**src/rtl/alarm_pkg.sv**
```systemverilog
// Shared types and constants for the alarm controller.
package alarm_pkg;

    typedef enum logic [1:0] {
        IDLE,
        RINGING,
        SNOOZE
    } alarm_state_t;

    localparam logic [7:0] BCD_12 = 8'h12;
    localparam logic [7:0] BCD_59 = 8'h59;
    localparam logic [7:0] BCD_00 = 8'h00;

    localparam logic       RST_ALARM_PM = 1'b0;
    localparam logic [7:0] RST_ALARM_HH = BCD_12;
    localparam logic [7:0] RST_ALARM_MM = BCD_00;

endpackage

```
**src/rtl/bcd_time_check.sv**
```systemverilog
// Combinational validity check for a 12-hour BCD hh:mm pair.
module bcd_time_check
    import alarm_pkg::*;
(
    input  logic [7:0] hh,
    input  logic [7:0] mm,
    output logic       valid
);

    logic hh_ok;
    logic mm_ok;

    always_comb begin
        // 01..09 or 10..12; every nibble must itself be a decimal digit
        hh_ok = ((hh[7:4] == 4'd0) && (hh[3:0] >= 4'd1) && (hh[3:0] <= 4'd9)) ||
                ((hh[7:4] == 4'd1) && (hh <= BCD_12));
        mm_ok = (mm[7:4] <= BCD_59[7:4]) && (mm[3:0] <= 4'd9);
        valid = hh_ok && mm_ok;
    end

endmodule

```
**src/rtl/alarm_ctrl.sv**
```systemverilog
// Alarm controller: stored alarm time, edge-detected minute match, ring/snooze FSM.
module alarm_ctrl
    import alarm_pkg::*;
#(
    parameter int unsigned RING_SECS  = 60,
    parameter int unsigned SNOOZE_MIN = 9
) (
    input  logic       clk,
    input  logic       reset,
    input  logic       ena,
    input  logic       pm,
    input  logic [7:0] hh,
    input  logic [7:0] mm,
    input  logic [7:0] ss,
    input  logic       arm,
    input  logic       set_we,
    input  logic       set_pm,
    input  logic [7:0] set_hh,
    input  logic [7:0] set_mm,
    input  logic       snooze,
    input  logic       dismiss,
    output logic       ring,
    output logic       snoozing,
    output logic       set_err,
    output logic       alarm_pm,
    output logic [7:0] alarm_hh,
    output logic [7:0] alarm_mm
);

    localparam int unsigned SNOOZE_SECS = SNOOZE_MIN * 60;
    localparam int unsigned RW = $clog2(RING_SECS + 1);
    localparam int unsigned SW = $clog2(SNOOZE_SECS + 1);
    localparam logic [RW-1:0] RING_LOAD = RW'(RING_SECS);
    localparam logic [SW-1:0] SNZ_LOAD  = SW'(SNOOZE_SECS);

    alarm_state_t   state;
    logic [RW-1:0]  ring_cnt;
    logic [SW-1:0]  snz_cnt;
    logic           match;
    logic           match_q;
    logic           trigger;
    logic           set_valid;

    bcd_time_check u_check (
        .hh    (set_hh),
        .mm    (set_mm),
        .valid (set_valid)
    );

    assign match   = (pm == alarm_pm) && (hh == alarm_hh) && (mm == alarm_mm) && (ss == BCD_00);
    assign trigger = match && !match_q && arm;

    always_ff @(posedge clk) begin
        if (reset) begin
            alarm_pm <= RST_ALARM_PM;
            alarm_hh <= RST_ALARM_HH;
            alarm_mm <= RST_ALARM_MM;
            set_err  <= 1'b0;
        end else begin
            set_err <= set_we && !set_valid;
            if (set_we && set_valid) begin
                alarm_pm <= set_pm;
                alarm_hh <= set_hh;
                alarm_mm <= set_mm;
            end
        end
    end

    // match_q resets high: the upstream clock also resets to 12:00:00 AM
    always_ff @(posedge clk) begin
        if (reset) begin
            state    <= IDLE;
            ring     <= 1'b0;
            snoozing <= 1'b0;
            ring_cnt <= '0;
            snz_cnt  <= '0;
            match_q  <= 1'b1;
        end else begin
            match_q <= match;
            if (!arm) begin
                state    <= IDLE;
                ring     <= 1'b0;
                snoozing <= 1'b0;
            end else begin
                case (state)
                    IDLE: begin
                        if (trigger) begin
                            state    <= RINGING;
                            ring     <= 1'b1;
                            ring_cnt <= RING_LOAD;
                        end
                    end
                    RINGING: begin
                        if (dismiss) begin
                            state <= IDLE;
                            ring  <= 1'b0;
                        end else if (snooze) begin
                            state    <= SNOOZE;
                            ring     <= 1'b0;
                            snoozing <= 1'b1;
                            snz_cnt  <= SNZ_LOAD;
                        end else if (ena) begin
                            ring_cnt <= ring_cnt - RW'(1);
                            if (ring_cnt == RW'(1)) begin
                                state <= IDLE;
                                ring  <= 1'b0;
                            end
                        end
                    end
                    SNOOZE: begin
                        if (dismiss) begin
                            state    <= IDLE;
                            snoozing <= 1'b0;
                        end else if (ena) begin
                            if (snz_cnt == SW'(1)) begin
                                state    <= RINGING;
                                ring     <= 1'b1;
                                snoozing <= 1'b0;
                                snz_cnt  <= '0;
                                ring_cnt <= RING_LOAD;
                            end else begin
                                snz_cnt <= snz_cnt - SW'(1);
                            end
                        end
                    end
                    default: begin
                        state    <= IDLE;
                        ring     <= 1'b0;
                        snoozing <= 1'b0;
                    end
                endcase
            end
        end
    end

endmodule

```
**config.mk**
```make
export PLATFORM = sky130hd
export DESIGN_NAME = alarm_ctrl
export DESIGN_NICKNAME = d
export VERILOG_FILES = /design/src/rtl/alarm_pkg.sv /design/src/rtl/bcd_time_check.sv /design/src/rtl/alarm_ctrl.sv
export SDC_FILE = /design/constraint.sdc
export NUM_CORES = 1
export LEC_CHECK = 0
export CORE_UTILIZATION = 43
export DETAILED_ROUTE_END_ITERATION = 8
export DONT_BUFFER_PORTS = 1
export PLACE_DENSITY_LB_ADDON = 0.08
export SKIP_CTS_REPAIR_TIMING = 1
export SLEW_MARGIN = 5
export SYNTH_ARGS = -nofsm -noshare
export SYNTH_HDL_FRONTEND = slang
export SYNTH_HIERARCHICAL = 1
export SYNTH_SLANG_ARGS = --single-unit
```
**constraint.sdc**
```tcl
create_clock -name clk -period 3.2 [get_ports clk]
set_input_delay 0.32 -clock clk [delete_from_list [all_inputs] [get_ports clk]]
set_output_delay 0.32 -clock clk [all_outputs]
set_load 0.005 [all_outputs]
```
# --- Yosys cells after proc, flatten, opt, wreduce, memory -nomap -nowiden ---
# Cells that the tools add are included.
totals:
  register_bits: 39
  output_inout_bits: 20
  wordCells: 103
classes:
  n_lt_le_gt_ge: 5
  n_reduce_logical: 26
  mux: 38
  addsub: 2
  bitwise: 2
  eq_ne: 20
ops:
  columns: ["op", "n"]
  rows:
  - ["$mux 10", 5]
  - ["$mux 6", 7]
  - ["$pmux 10 s2", 1]
  - ["$pmux 6 s3", 1]
  - ["$eq 8x8->1", 2]
  - ["$mux 2", 8]
  - ["$ne 2x2->1 const B", 8]
  - ["$mux 1", 13]
  - ["$logic_and 1x1->1", 12]
  - ["$reduce_and 6->1", 2]
  - ["$eq 10x1->1 const B", 1]
  - ["$reduce_and 5->1", 2]
  - ["$sub 10x1->10 const B", 1]
  - ["$reduce_and 9->1", 1]
  - ["$le 4x4->1 const B", 2]
  - ["$le 8x5->1 const B", 1]
  - ["$logic_not 8->1", 1]
  - ["$ne 4x4->1 const B", 2]
  - ["$eq 6x1->1 const B", 1]
  - ["$ne 3x3->1 const B", 2]
  - ["$pmux 1 s3", 2]
  - ["$pmux 2 s3", 1]
  - ["$sub 6x1->6 const B", 1]
  - ["$eq 4x1->1 const B", 1]
  - ["13 further kinds", 15]

# --- Logic depth before layout (Yosys ltp) ---
depth:
  depth_word: 8
  depth_mapped: 8

# --- Hierarchy ---
# Netlist, hierarchy kept.
by_module_without_submodules:
  columns: ["module", "cells_per_inst", "instances", "area_per_inst_um2"]
  rows:
  - ["alarm_ctrl", 254, 1, 1996.9]
  - ["bcd_time_check", 9, 1, 67.6]

# --- Worst setup path after synthesis ---
# Ideal clock, no wire load.
synth_timing:
  path_kind: "input -> register"
  start: "in set_hh[5]"
  end: "reg alarm_hh[7]"
  path_stages: 8
  setup_ps: 70
  path_buffers: 2
  slack_ps: 1394
  arrival_ps: 1736
  path_cell_list: "nor4_2 nand4_1 a221oi_2 and2_1 clkbuf_1 clkbuf_1 nand2_1 a21oi_1"
synth_between:
  elab_chain_cells: 6
  word_cells_on_any_way: 9
  classes_between: "order compare: 1; eq/ne: 1; reduce/logical: 7"
synth_rtl:
  columns: ["element", "line", "source"]
  rows:
  - ["from (decl)", "alarm_ctrl.sv:18", "input logic [7:0] set_hh,"]
  - ["parallel branches: the longest is 3 deep, another holds $le 8x5->1", null, null]
  - ["$logic_or 1x1->1 *", "bcd_time_check.sv:15", "hh_ok = ((hh[7:4] == 4'd0) && (hh[3:0] >= 4'd1) && (hh[3:0] <= 4'd9)) ||"]
  - ["$logic_and 1x1->1 *", "bcd_time_check.sv:18", "valid = hh_ok && mm_ok;"]
  - ["via set_valid", "alarm_ctrl.sv:42", "logic set_valid;"]
  - ["$logic_and 1x1->1 *", "alarm_ctrl.sv:61", "if (set_we && set_valid) begin"]
  - ["to (signal assigned)", "alarm_ctrl.sv:63", "alarm_hh <= set_hh;"]
  - ["to (decl)", "alarm_ctrl.sv:26", "output logic [7:0] alarm_hh,"]
# Mark *: on every way through the listed nets, which the timed path passes.
# A chain may end at the register's enable or synchronous reset.

# --- Final worst setup path ---
layout_timing:
  start: "reg state[0]"
  end: "reg snz_cnt[7]"
layout_between:
  elab_chain_cells: 3
  word_cells_on_any_way: 9
  classes_between: "eq/ne: 6; mux: 1; reduce/logical: 2"
layout_rtl:
  columns: ["element", "line", "source"]
  rows:
  - ["from (decl)", "alarm_ctrl.sv:36", "alarm_state_t state;"]
  - ["from (signal assigned)", "alarm_ctrl.sv:72", "state <= IDLE;"]
  - ["from (signal assigned)", "alarm_ctrl.sv:81", "state <= IDLE;"]
  - ["from (signal assigned)", "alarm_ctrl.sv:88", "state <= RINGING;"]
  - ["$eq 2x1->1 or $eq 2x2->1 (tied branches)", "alarm_ctrl.sv:85", "case (state)"]
  - ["$ne 2x2->1 (no line) or $reduce_bool 2->1 (tied branches)", null, null]
  - ["$reduce_and 6->1 (no line)", null, null]
  - ["to (signal assigned)", "alarm_ctrl.sv:122", "snz_cnt <= snz_cnt - SW'(1);"]
  - ["to (decl)", "alarm_ctrl.sv:38", "logic [SW-1:0] snz_cnt;"]
# Parallel ways exist; a longest one is shown, timed or not.

==> impl_metrics.ini <==
[run_status]
status = finished with violations
violations = design-rule violations

[detailed_routing]
vias = 1813
wl_per_cell_um = 15.1
drc = 2
drt_iter0_drc = 84
drtAntennaViolNets = 0
viasPerCell = 5.77
drt-total-wl_um = 4750
first_pass_iters = 6

[die]
die_h_um = 71.3
die-width_um = 71.3
initial_core_util_pct = 46.1
num_rows = 24
fp.coreArea_um2 = 4470
dieArea_um2 = 5080
io_pins = 69

[clock_network]
path_clk_slew_ns = 0.08
cts_sinks = 39
htree_levels = 2
tritoncts = yes
clock_latency_ns = 0.29
cts_made_buffers = 5
root_buffer = clkbuf_8
clockBufferDepth = 2

[global_route]
grt_pass1_vias = 1668
grt_max_degree = 25
met2_usage_pct = 29.6
grtUsageMet1_pct = 26.0
busiest_layer = met2
grt_antenna_before_repair = 0
grt_pass1_wl_um = 7780
global_route.usage.met3_pct = 5.34
grt_use_total_pct = 19.5
overflow = 0

[timing]
slew_viol_final = 0
rsz0062_at_grt = no
fin_ws_ns = 1.21
relSlewSlack_pct = 60.3
tns_ns = 0
fin_crit_ns = 1.99
setup_violations = 0
hold_viol_final = 0
fmax_mhz = 503
worst_pin_slew_ns = 0.595
period_share_pct = 62.1
fin_skew_ns = 0.00502

[min_path]
worstHoldStart = reset
hp-class = in -> reg
min_path_cells = 1
whs_endpoint = alarm_hh[0]

[layout]
multi_input_area_um2 = 1200
drive_gt1_share_pct = 4.96
final_cell_mix = 49 x nand2_1, 39 x dfxtp_1, 27 x a21oi_1
area_growth_pct = 5.58
fin_nets = 314
fillers = 452
seqCellArea_um2 = 781
mostFrequentLayoutCell = nand2_1
diodes = 0

[worst_setup_path]
ff2ff_path_depth = 6
rr_startpoint = state[0]
path_buf_inv = 1
crit_arrival_ns = 2.21
path_max_fanout = 14
cp_top_family = simple AND/OR/NAND/NOR gates
r2r-end = snz_cnt[7]
startpoint = state[0]
crit_chain = nand3b_1, a211oi_2, buf_4, nand3_1, or4_1, a21oi_1
end_kind = flop
r2r_slack_ns = 1.21
crit_required_ns = 3.42
crit_type = reg -> reg
startpoint_type = flop
critPathMaxStageDelay_ns = 0.58
critical-path-slowest-cell = dfxtp_1

[logic_synthesis]
synth_edf_count = 0
synth_cell_type_count = 41
syn_area_um2 = 2060
avgSynthCellArea_um2 = 7.85
synthCells = 263
synth_flop_cell = dfxtp_1
synth_warnings = 6
syn_nets = 316
async_reset_ff_share_pct = 0
synth-seq-area-share_pct = 37.8
synth_seq_cells = 39

[power]
finalPower_mw = 0.841
power_density_nw_per_um2 = 386
worst_ir_drop_vdd_mv = 0.225
p_leak_nw = 0.711

[placed_design]
gp_congestion = 0.752
portBuffers = 0
place_ws_ns = 1.23
hpwlAfterDp_um = 3580

[job]
max_cap_viol_count = 0
## routing by layer
| metal | vias to the layer above | routed length, µm |
|---|---|---|
| met2 | 54 | 2110 |
| met1 | 825 | 2260 |
| li1 | 923 | - |
| met3 | 11 | 280 |
| met5 | - | 0 |
| met4 | 0 | 108 |
## synthesized netlist by cell type, types with 2 or more instances
| master | count | area, µm² |
|---|---|---|
| a21oi_1 | 27 | 135 |
| a221oi_2 | 2 | 30.0 |
| a31oi_1 | 4 | 25.0 |
| a32o_1 | 2 | 20.0 |
| and2_1 | 2 | 12.5 |
| and3_1 | 3 | 18.8 |
| clkbuf_1 | 9 | 33.8 |
| dfxtp_1 | 39 | 781 |
| ha_1 | 4 | 50.1 |
| inv_1 | 13 | 48.8 |
| nand2_1 | 49 | 184 |
| nand2b_1 | 4 | 25.0 |
| nand3_1 | 8 | 40.0 |
| nand3b_1 | 2 | 15.0 |
| nand4_1 | 6 | 37.5 |
| nor2_1 | 14 | 52.6 |
| nor2b_1 | 2 | 12.5 |
| nor3_1 | 12 | 60.1 |
| nor3b_1 | 3 | 22.5 |
| nor4_1 | 4 | 25.0 |
| nor4b_1 | 2 | 17.5 |
| o21ai_0 | 10 | 50.1 |
| o311ai_0 | 4 | 35.0 |
| o31ai_1 | 2 | 15.0 |
| xnor2_1 | 19 | 166 |
| xor2_1 | 2 | 17.5 |
## cell families after synthesis
logic type,after synthesis,share of synthesized area (%)
adders and majority gates,4,2.42
xor gates and xnor gates,21,8.91
and+or+nand+nor,117,28.1
AOI/OAI and AO/OA,59,18.5
buffers and inverters,23,4.24
DFF,39,37.8
## registers in the layout (all words and copies together) (netlist names)
signal / cells
alarm_pm: 1
ring_cnt: 6
alarm_hh: 8
snoozing: 1
snz_cnt: 10
alarm_mm: 8
set_err: 1
ring: 1
match_q: 1
state: 2
## cell type report
| cell class | count | share of cell area, % |
|---|---|---|
| inverter | 13 | 2.24 |
| sequential | 39 | 35.8 |
| tap | 52 | 2.99 |
| clock buffer | 7 | 3.50 |
| multi-input combinational | 201 | 54.9 |
| timing repair buffer | 1 | 0.344 |
| clock inverter | 1 | 0.230 |
## metrics by stage
step / instances / hold WS [ns] / cell area, µm² / util [%]
final: 314 / 0.0943 / 2180 / 48.7
after detailed placement: 306 / 0.395 / 2100 / 46.9
after global routing: 314 / 0.0755 / 2180 / 48.7
after CTS: 314 / 0.0806 / 2180 / 48.7
after global placement: 306 / 0.394 / 2100 / 46.9
after floorplan: 263 / 0.393 / 2060 / -
## worst register-to-register path: stages, from the launching register on
cell	delay, ns
dfxtp_1	0.58
nand3b_1	0.18
a211oi_2	0.24
buf_4	0.21
nand3_1	0.15
or4_1	0.43
a21oi_1	0.14
## worst max path at each step
stage | endpoint | slack [ns] | cells past startpoint
2_1_floorplan | alarm_hh[7] | 1.39 | 8
3_3_place_gp | snz_cnt[7] | 1.28 | 6
3_5_place_dp | snz_cnt[7] | 1.23 | 6
4_1_cts | snz_cnt[7] | 1.23 | 6
5_1_grt | snz_cnt[7] | 1.05 | 6
6_report | snz_cnt[7] | 1.21 | 6
## report_power, final
part	leakage, nW	internal [mW]	switching (mW)	total, mW
clock	0.0422	0.153	0.168	0.321
sequential	0.315	0.487	0.00143	0.488
combinational	0.354	0.0156	0.0157	0.0313
Note: power is estimated with default switching activity, not from simulation.
